===== src/rtl/enemy_formation_if.sv =====
// Bullet-check handshake plus the coordinate/visibility feed from the enemy formation controller.
// master = requester/consumer side, slave = formation controller.
interface enemy_formation_if;
  logic        hit_valid;
  logic        hit_ready;
  logic [7:0]  hit_x;
  logic [7:0]  hit_y;
  logic        hit_done;
  logic        hit_hit;
  logic [3:0]  hit_idx;
  logic [79:0] x_flat;
  logic [79:0] y_flat;
  logic [9:0]  visible;
  logic        load_coord;
  logic        all_dead;
  logic        reached_bottom;

  modport master (
    output hit_valid, hit_x, hit_y,
    input  hit_ready, hit_done, hit_hit, hit_idx,
    input  x_flat, y_flat, visible, load_coord, all_dead, reached_bottom
  );

  modport slave (
    input  hit_valid, hit_x, hit_y,
    output hit_ready, hit_done, hit_hit, hit_idx,
    output x_flat, y_flat, visible, load_coord, all_dead, reached_bottom
  );
endinterface


===== src/rtl/enemy_formation_ctrl.sv =====
// Position/alive state of a 2x5 enemy formation: steps on frame ticks, resolves bullet
// hits by scanning one enemy per cycle, and strobes load_coord whenever coordinates change.
module enemy_formation_ctrl #(
  parameter logic [7:0] X_START  = 8'd20,
  parameter logic [7:0] Y_START  = 8'd10,
  parameter logic [7:0] SPACE_X  = 8'd12,
  parameter logic [7:0] SPACE_Y  = 8'd10,
  parameter logic [7:0] STEP     = 8'd2,
  parameter logic [7:0] DROP     = 8'd4,
  parameter int         MOVE_DIV = 4,
  parameter logic [7:0] X_MAX    = 8'd159,
  parameter logic [7:0] Y_LIMIT  = 8'd100
) (
  input  logic              clk,
  input  logic              reset_n,
  input  logic              frame_tick,
  enemy_formation_if.slave  bus
);

  localparam int DIV_W = (MOVE_DIV > 1) ? $clog2(MOVE_DIV) : 1;
  localparam logic [DIV_W-1:0] DIV_LAST = DIV_W'(MOVE_DIV - 1);

  typedef enum logic [2:0] {S_INIT, S_IDLE, S_SCAN, S_MOVE, S_LOAD} state_t;

  function automatic logic [7:0] col_off(input logic [3:0] i);
    logic [7:0] c;
    c = (i >= 4'd5) ? {4'd0, i - 4'd5} : {4'd0, i};
    return c * SPACE_X;
  endfunction

  function automatic logic [7:0] row_off(input logic [3:0] i);
    return (i >= 4'd5) ? SPACE_Y : 8'd0;
  endfunction

  function automatic logic at_bottom(input logic [7:0] oy);
    return ({1'b0, oy} + {1'b0, SPACE_Y} + 9'd4) >= {1'b0, Y_LIMIT};
  endfunction

  state_t           state_q, state_d;
  logic [7:0]       ox_q, ox_d, oy_q, oy_d;
  logic             dir_q, dir_d;
  logic [9:0]       vis_q, vis_d;
  logic [DIV_W-1:0] div_q, div_d;
  logic             pend_q, pend_d;
  logic             rb_q, rb_d;
  logic             hit_done_q, hit_done_d;
  logic             hit_hit_q, hit_hit_d;
  logic [3:0]       hit_idx_q, hit_idx_d;
  logic             load_q, load_d;
  logic [3:0]       idx_q, idx_d;
  logic [7:0]       hx_q, hx_d, hy_q, hy_d;

  logic [8:0]  scan_x, scan_y, hx9, hy9, redge;
  logic        match, bounce, all_dead;
  logic [79:0] x_flat_w, y_flat_w;

  assign all_dead = (vis_q == 10'd0);

  // Candidate enemy box for the current scan index, compared in 9 bits
  assign scan_x = {1'b0, ox_q} + {1'b0, col_off(idx_q)};
  assign scan_y = {1'b0, oy_q} + {1'b0, row_off(idx_q)};
  assign hx9    = {1'b0, hx_q};
  assign hy9    = {1'b0, hy_q};
  assign match  = vis_q[idx_q] && (hx9 >= scan_x) && (hx9 <= scan_x + 9'd4) &&
                  (hy9 >= scan_y) && (hy9 <= scan_y + 9'd4);

  // Edge test uses the full formation width regardless of which columns are alive
  assign redge  = {1'b0, ox_q} + {1'b0, SPACE_X} * 9'd4 + 9'd4 + {1'b0, STEP};
  assign bounce = dir_q ? (ox_q < STEP) : (redge > {1'b0, X_MAX});

  always_comb begin
    x_flat_w = '0;
    y_flat_w = '0;
    for (int i = 0; i < 10; i++) begin
      x_flat_w[8*i +: 8] = ox_q + col_off(4'(i));
      y_flat_w[8*i +: 8] = oy_q + row_off(4'(i));
    end
  end

  always_comb begin
    state_d    = state_q;
    ox_d       = ox_q;
    oy_d       = oy_q;
    dir_d      = dir_q;
    vis_d      = vis_q;
    div_d      = div_q;
    pend_d     = pend_q;
    rb_d       = rb_q;
    hit_done_d = 1'b0;
    hit_hit_d  = 1'b0;
    hit_idx_d  = hit_idx_q;
    idx_d      = idx_q;
    hx_d       = hx_q;
    hy_d       = hy_q;

    case (state_q)
      S_INIT: state_d = S_LOAD;
      S_IDLE: begin
        if (bus.hit_valid) begin
          state_d = S_SCAN;
          idx_d   = 4'd0;
          hx_d    = bus.hit_x;
          hy_d    = bus.hit_y;
        end else if (pend_q) begin
          state_d = S_MOVE;
        end
      end
      S_SCAN: begin
        if (match) begin
          vis_d[idx_q] = 1'b0;
          hit_done_d   = 1'b1;
          hit_hit_d    = 1'b1;
          hit_idx_d    = idx_q;
          state_d      = S_LOAD;
        end else if (idx_q == 4'd9) begin
          hit_done_d = 1'b1;
          state_d    = S_IDLE;
        end else begin
          idx_d = idx_q + 4'd1;
        end
      end
      S_MOVE: begin
        pend_d = 1'b0;
        if (all_dead || rb_q) begin
          state_d = S_IDLE;
        end else begin
          if (bounce) begin
            oy_d  = oy_q + DROP;
            dir_d = ~dir_q;
          end else if (dir_q) begin
            ox_d = ox_q - STEP;
          end else begin
            ox_d = ox_q + STEP;
          end
          if (at_bottom(oy_d)) rb_d = 1'b1;
          state_d = S_LOAD;
        end
      end
      S_LOAD:  state_d = S_IDLE;
      default: state_d = S_INIT;
    endcase

    // A tick arriving with a step already pending is absorbed, not queued
    if (frame_tick) begin
      if (div_q == DIV_LAST) begin
        div_d  = '0;
        pend_d = 1'b1;
      end else begin
        div_d = div_q + 1'b1;
      end
    end

    load_d = (state_d == S_LOAD);
  end

  always_ff @(posedge clk) begin
    if (!reset_n) begin
      state_q    <= S_INIT;
      ox_q       <= X_START;
      oy_q       <= Y_START;
      dir_q      <= 1'b0;
      vis_q      <= 10'h3FF;
      div_q      <= '0;
      pend_q     <= 1'b0;
      rb_q       <= 1'b0;
      hit_done_q <= 1'b0;
      hit_hit_q  <= 1'b0;
      hit_idx_q  <= 4'd0;
      load_q     <= 1'b0;
    end else begin
      state_q    <= state_d;
      ox_q       <= ox_d;
      oy_q       <= oy_d;
      dir_q      <= dir_d;
      vis_q      <= vis_d;
      div_q      <= div_d;
      pend_q     <= pend_d;
      rb_q       <= rb_d;
      hit_done_q <= hit_done_d;
      hit_hit_q  <= hit_hit_d;
      hit_idx_q  <= hit_idx_d;
      load_q     <= load_d;
    end
  end

  always_ff @(posedge clk) begin
    idx_q <= idx_d;
    hx_q  <= hx_d;
    hy_q  <= hy_d;
  end

  assign bus.hit_ready      = (state_q == S_IDLE);
  assign bus.hit_done       = hit_done_q;
  assign bus.hit_hit        = hit_hit_q;
  assign bus.hit_idx        = hit_idx_q;
  assign bus.x_flat         = x_flat_w;
  assign bus.y_flat         = y_flat_w;
  assign bus.visible        = vis_q;
  assign bus.load_coord     = load_q;
  assign bus.all_dead       = all_dead;
  assign bus.reached_bottom = rb_q;

endmodule

===== src/flat_wrapper.sv =====
// flat-port wrapper written by rule: the top's interface ports become plain ports
module enemy_formation_ctrl_flat 
#(
  parameter logic [7:0] X_START  = 8'd20,
  parameter logic [7:0] Y_START  = 8'd10,
  parameter logic [7:0] SPACE_X  = 8'd12,
  parameter logic [7:0] SPACE_Y  = 8'd10,
  parameter logic [7:0] STEP     = 8'd2,
  parameter logic [7:0] DROP     = 8'd4,
  parameter int         MOVE_DIV = 4,
  parameter logic [7:0] X_MAX    = 8'd159,
  parameter logic [7:0] Y_LIMIT  = 8'd100
)
  (clk, reset_n, frame_tick, bus_hit_valid, bus_hit_x, bus_hit_y, bus_hit_ready, bus_hit_done, bus_hit_hit, bus_hit_idx, bus_x_flat, bus_y_flat, bus_visible, bus_load_coord, bus_all_dead, bus_reached_bottom);
  enemy_formation_if bus_i ();
  input  logic clk;
  input  logic reset_n;
  input  logic frame_tick;
  input wire logic [$bits(bus_i.hit_valid)-1:0] bus_hit_valid;
  input wire logic [$bits(bus_i.hit_x)-1:0] bus_hit_x;
  input wire logic [$bits(bus_i.hit_y)-1:0] bus_hit_y;
  output wire logic [$bits(bus_i.hit_ready)-1:0] bus_hit_ready;
  output wire logic [$bits(bus_i.hit_done)-1:0] bus_hit_done;
  output wire logic [$bits(bus_i.hit_hit)-1:0] bus_hit_hit;
  output wire logic [$bits(bus_i.hit_idx)-1:0] bus_hit_idx;
  output wire logic [$bits(bus_i.x_flat)-1:0] bus_x_flat;
  output wire logic [$bits(bus_i.y_flat)-1:0] bus_y_flat;
  output wire logic [$bits(bus_i.visible)-1:0] bus_visible;
  output wire logic [$bits(bus_i.load_coord)-1:0] bus_load_coord;
  output wire logic [$bits(bus_i.all_dead)-1:0] bus_all_dead;
  output wire logic [$bits(bus_i.reached_bottom)-1:0] bus_reached_bottom;
  assign bus_i.hit_valid = bus_hit_valid;
  assign bus_i.hit_x = bus_hit_x;
  assign bus_i.hit_y = bus_hit_y;
  assign bus_hit_ready = bus_i.hit_ready;
  assign bus_hit_done = bus_i.hit_done;
  assign bus_hit_hit = bus_i.hit_hit;
  assign bus_hit_idx = bus_i.hit_idx;
  assign bus_x_flat = bus_i.x_flat;
  assign bus_y_flat = bus_i.y_flat;
  assign bus_visible = bus_i.visible;
  assign bus_load_coord = bus_i.load_coord;
  assign bus_all_dead = bus_i.all_dead;
  assign bus_reached_bottom = bus_i.reached_bottom;
  enemy_formation_ctrl #(.X_START(X_START), .Y_START(Y_START), .SPACE_X(SPACE_X), .SPACE_Y(SPACE_Y), .STEP(STEP), .DROP(DROP), .MOVE_DIV(MOVE_DIV), .X_MAX(X_MAX), .Y_LIMIT(Y_LIMIT)) u_core (.clk(clk), .reset_n(reset_n), .frame_tick(frame_tick), .bus(bus_i));
endmodule

===== config.mk =====
export PLATFORM = sky130hd
export DESIGN_NAME = enemy_formation_ctrl_flat
export DESIGN_NICKNAME = d
export VERILOG_FILES = /design/src/rtl/enemy_formation_if.sv /design/src/rtl/enemy_formation_ctrl.sv /design/src/flat_wrapper.sv
export SDC_FILE = /design/constraint.sdc
export NUM_CORES = 1
export LEC_CHECK = 0
export ABC_AREA = 1
export CAP_MARGIN = 20
export CORE_ASPECT_RATIO = 0.75
export CORE_MARGIN = 2
export CORE_UTILIZATION = 46
export DETAILED_ROUTE_END_ITERATION = 8
export PLACE_DENSITY = 0.82
export SETUP_SLACK_MARGIN = 0.05
export SYNTH_ARGS = -nofsm -noshare
export SYNTH_HDL_FRONTEND = slang
export SYNTH_SLANG_ARGS = --single-unit

===== constraint.sdc =====
create_clock -name clk -period 5.2 [get_ports clk]
set_input_delay 1.04 -clock clk [delete_from_list [all_inputs] [get_ports clk]]
set_output_delay 1.04 -clock clk [all_outputs]
set_load 0.03 [all_outputs]

==> impl_metrics.tcl <==
set metrics [dict create \
    status "finished clean" \
    overall_power_uw 1516 \
    number_of_global_route_vias_before_repair 4481 \
    fp.dieArea_um2 13100 \
    clkTransAtPathRegs_ps 50 \
    post_synthesis_adder_cell_area_fraction 0.1530 \
    filler_cell_count 1041 \
    clock_tree_from_tritoncts "done" \
    die_width_um 131.5 \
    max_slew.worst_pin.slew_ps 756.4 \
    cts.htree.levels 3 \
    detail_route.drc_violations 0 \
    clock_path_buffers 2 \
    layout_worst_path_cycle_share 0.9442 \
    route.final.wire_length_um 13370 \
    postSynth.asyncResetShare 0 \
    worstSetupPathType "reg -> reg" \
    layout.cell_area.non_filler_um2 7099 \
    final_critical_path_time_including_i_o_delays_and_setup_ps 4910 \
    grt_first_pass_wirelength_um 21410 \
    initial_antenna_violation_count 0 \
    largest_fanout_on_the_critical_path 5 \
    hold_path.class "reg -> reg" \
    syn-cell-area_um2 5610 \
    antenna_violating_nets_post_route 0 \
    design.final.nets 921 \
    numCtsBuffers 9 \
    ys_types 47 \
    post-synth-top-count-cell "sky130_fd_sc_hd__nand2_1" \
    syn_inst 743 \
    synth_xor_area_frac 0.05932 \
    placed_cell_area_um2 6699 \
    port_buffers 169 \
    die_h_um 99.64 \
    num_rows 34 \
    grt_overflow 0 \
    finalSetupViolations 0 \
    pin_count 200 \
    maxCapViolCount 0 \
    ys_seq_area_frac 0.2426 \
    detail_route.wl_per_cell_um 13.37 \
    drv_slew 0 \
    cp.arrival_ps 4940 \
    yosys_warnings 0 \
    dp.cells 978 \
    timing.slew.headroom 0.4918 \
    ctsRootBufferMaster "sky130_fd_sc_hd__clkbuf_16" \
    cts_sinks 58 \
    synth.largest_area_cell "sky130_fd_sc_hd__buf_4" \
    detailroute.via_count 4870 \
    avgSynthCellArea_um2 7.551 \
    synthesized_area_fraction_occupied_by_ao_oa_aoi_and_oai_cells 0.1062 \
    first_pass_iters 5 \
    drt_iter0_markers 376 \
    cellLeakagePower_uw 0.003179 \
    yosys_register_bits 58 \
    dp.final_hpwl_um 10370 \
    synthDominantCellAreaShare 0.1659 \
    grt.total_usage 0.1992 \
    synth.area.mux_share 0 \
    gpl.final_weighted_congestion 0.9043 \
    worst_ir_drop_vdd_mv 0.2451 \
    final.setup_skew_ps 9.431 \
    final_hold_viol_count 0 \
    max_freq_ghz 0.2037 \
    clk-insertion-delay-late_ps 340 \
    final_cell_count_no_fill 1000 \
    viasPerCell 4.870 \
    p_per_area_nw_per_um2 213.6 \
    synth.top_cells.by_count "sky130_fd_sc_hd__nand2_1, sky130_fd_sc_hd__buf_4, sky130_fd_sc_hd__inv_1" \
    synth_ff_type "sky130_fd_sc_hd__dfxtp_1" \
    n_antenna_cell 0 \
    worstSetupStartpointType "register" \
    layout-area-overhead-vs-synth_pct 26.54 \
    synth_simple_gate_area_frac 0.2034 \
    final_layout_size_suffix_gt1_frac 0.08473 \
    floorplan.core_area_um2 11740 \
    synth_edf_count 20 \
    largest_net_degree_at_the_start_of_global_routing 30 \
    synth_top_family_by_area "buffers and inverters" \
    start_util 0.4778 \
    unrepaired_setup_endpoints_after_global_routing "false" \
    netlist_top_cells_area "sky130_fd_sc_hd__buf_4, sky130_fd_sc_hd__ha_1, sky130_fd_sc_hd__dfxtp_1" \
    critical_path_sink_type "register" \
    worstPathRequired_ps 5230 \
    finalSetupTns_ps 0 \
    holdBufCountCts 0 \
]
## cells by family after synthesis
kind of cell / count (synthesis)
buffers and inverters: 222
adder cells (fa/ha/maj): 68
AO/OA/AOI/OAI: 104
flip-flops: 58
AND/OR/NAND/NOR: 251
other: 2
XOR/XNOR: 38
## per-stage QoR
stage	util	hold slack [ps]	setup slack (ps)
finish	0.6046	472.9	290.0
global route	0.6046	492.2	0.1523
CTS	0.5969	473.5	100.2
detailed placement	0.5705	461.9	-62.12
global placement	0.5705	452.9	194.7
floorplan	-	436.0	393.6
## cells in the final DEF, fill, tap and decap left out, drive strengths merged, types with 30 or more instances in the layout
cell | synthesis | routed
nand3 | 44 | 44
a21oi | 45 | 45
ha | 67 | 67
clkdlybuf4s50 | 0 | 169
o21ai | 39 | 39
nand2 | 142 | 142
nor2 | 37 | 37
conb | 2 | 30
inv | 86 | 88
dfxtp | 38 | 38
## final timing paths
check / startpoint / end / slack (ps) / cells past startpoint
max reg2reg: u_core.idx_q[0] / u_core.idx_q[0] / 290 / 26
min: u_core.bus.visible[9] / u_core.bus.visible[9] / 470 / 2
max: u_core.idx_q[0] / u_core.idx_q[0] / 290 / 26
min reg2reg: u_core.bus.visible[9] / u_core.bus.visible[9] / 470 / 2
## cell type report
class | instances | area [um2] | area share
multi-input combinational | 491 | 3095 | 0.4360
timing repair buffer | 184 | 1804 | 0.2541
sequential | 58 | 1361 | 0.1918
inverter | 89 | 336.6 | 0.04741
clock buffer | 10 | 250.2 | 0.03525
tap | 162 | 202.7 | 0.02855
clock inverter | 6 | 48.80 | 0.006873
## registers in the layout, indices dropped and copies added (netlist names), 2 cells and up
name                count
u_core.hy_q             8
u_core.ox_q             7
u_core.state_q          3
u_core.hx_q             8
u_core.oy_q             6
u_core.div_q            2
u_core.bus.visible     10
u_core.idx_q            4
u_core.bus.hit_idx      4
## routing by layer
layer	GRT usage	share of wire
met2	0.3347	0.47
met1	0.2527	0.45
met4	0.05769	0.0097
met5	0	0
met3	0.05403	0.074
## report_power, final
group          internal [uW]  switching, uW
combinational            177            263
sequential               482           10.8
clock                    354            229
total                   1010            503
## timing repair
| item | in CTS | in global routing |
|---|---|---|
| resized for setup | 3 | 15 |
| buffers inserted | 0 | 6 |
| pin swaps | 0 | 5 |
| endpoints found under the setup margin | 13 | 24 |
## worst max-delay path, cell delays in order, from the launching register on
cell,delay (ps)
sky130_fd_sc_hd__edfxtp_1,400
sky130_fd_sc_hd__buf_4,160
sky130_fd_sc_hd__ha_1,260
sky130_fd_sc_hd__nand2_4,110
sky130_fd_sc_hd__nand3_4,100
sky130_fd_sc_hd__o21ai_2,180
sky130_fd_sc_hd__inv_1,60
sky130_fd_sc_hd__ha_1,220
sky130_fd_sc_hd__ha_1,190
sky130_fd_sc_hd__or2_2,330
sky130_fd_sc_hd__xor2_2,220
sky130_fd_sc_hd__ha_4,250
sky130_fd_sc_hd__a21oi_1,130
sky130_fd_sc_hd__nand2_1,120
sky130_fd_sc_hd__xnor2_2,270
sky130_fd_sc_hd__nor2_1,100
sky130_fd_sc_hd__xnor2_1,140
sky130_fd_sc_hd__ha_1,320
sky130_fd_sc_hd__nand2_1,80
sky130_fd_sc_hd__nor3_1,40
sky130_fd_sc_hd__a21o_1,160
sky130_fd_sc_hd__a21oi_2,150
sky130_fd_sc_hd__nor2_2,70
sky130_fd_sc_hd__and2_1,160
sky130_fd_sc_hd__nand2_2,80
sky130_fd_sc_hd__nand3_1,100
sky130_fd_sc_hd__nand2_2,190
Power figures use the tool's default switching activity.
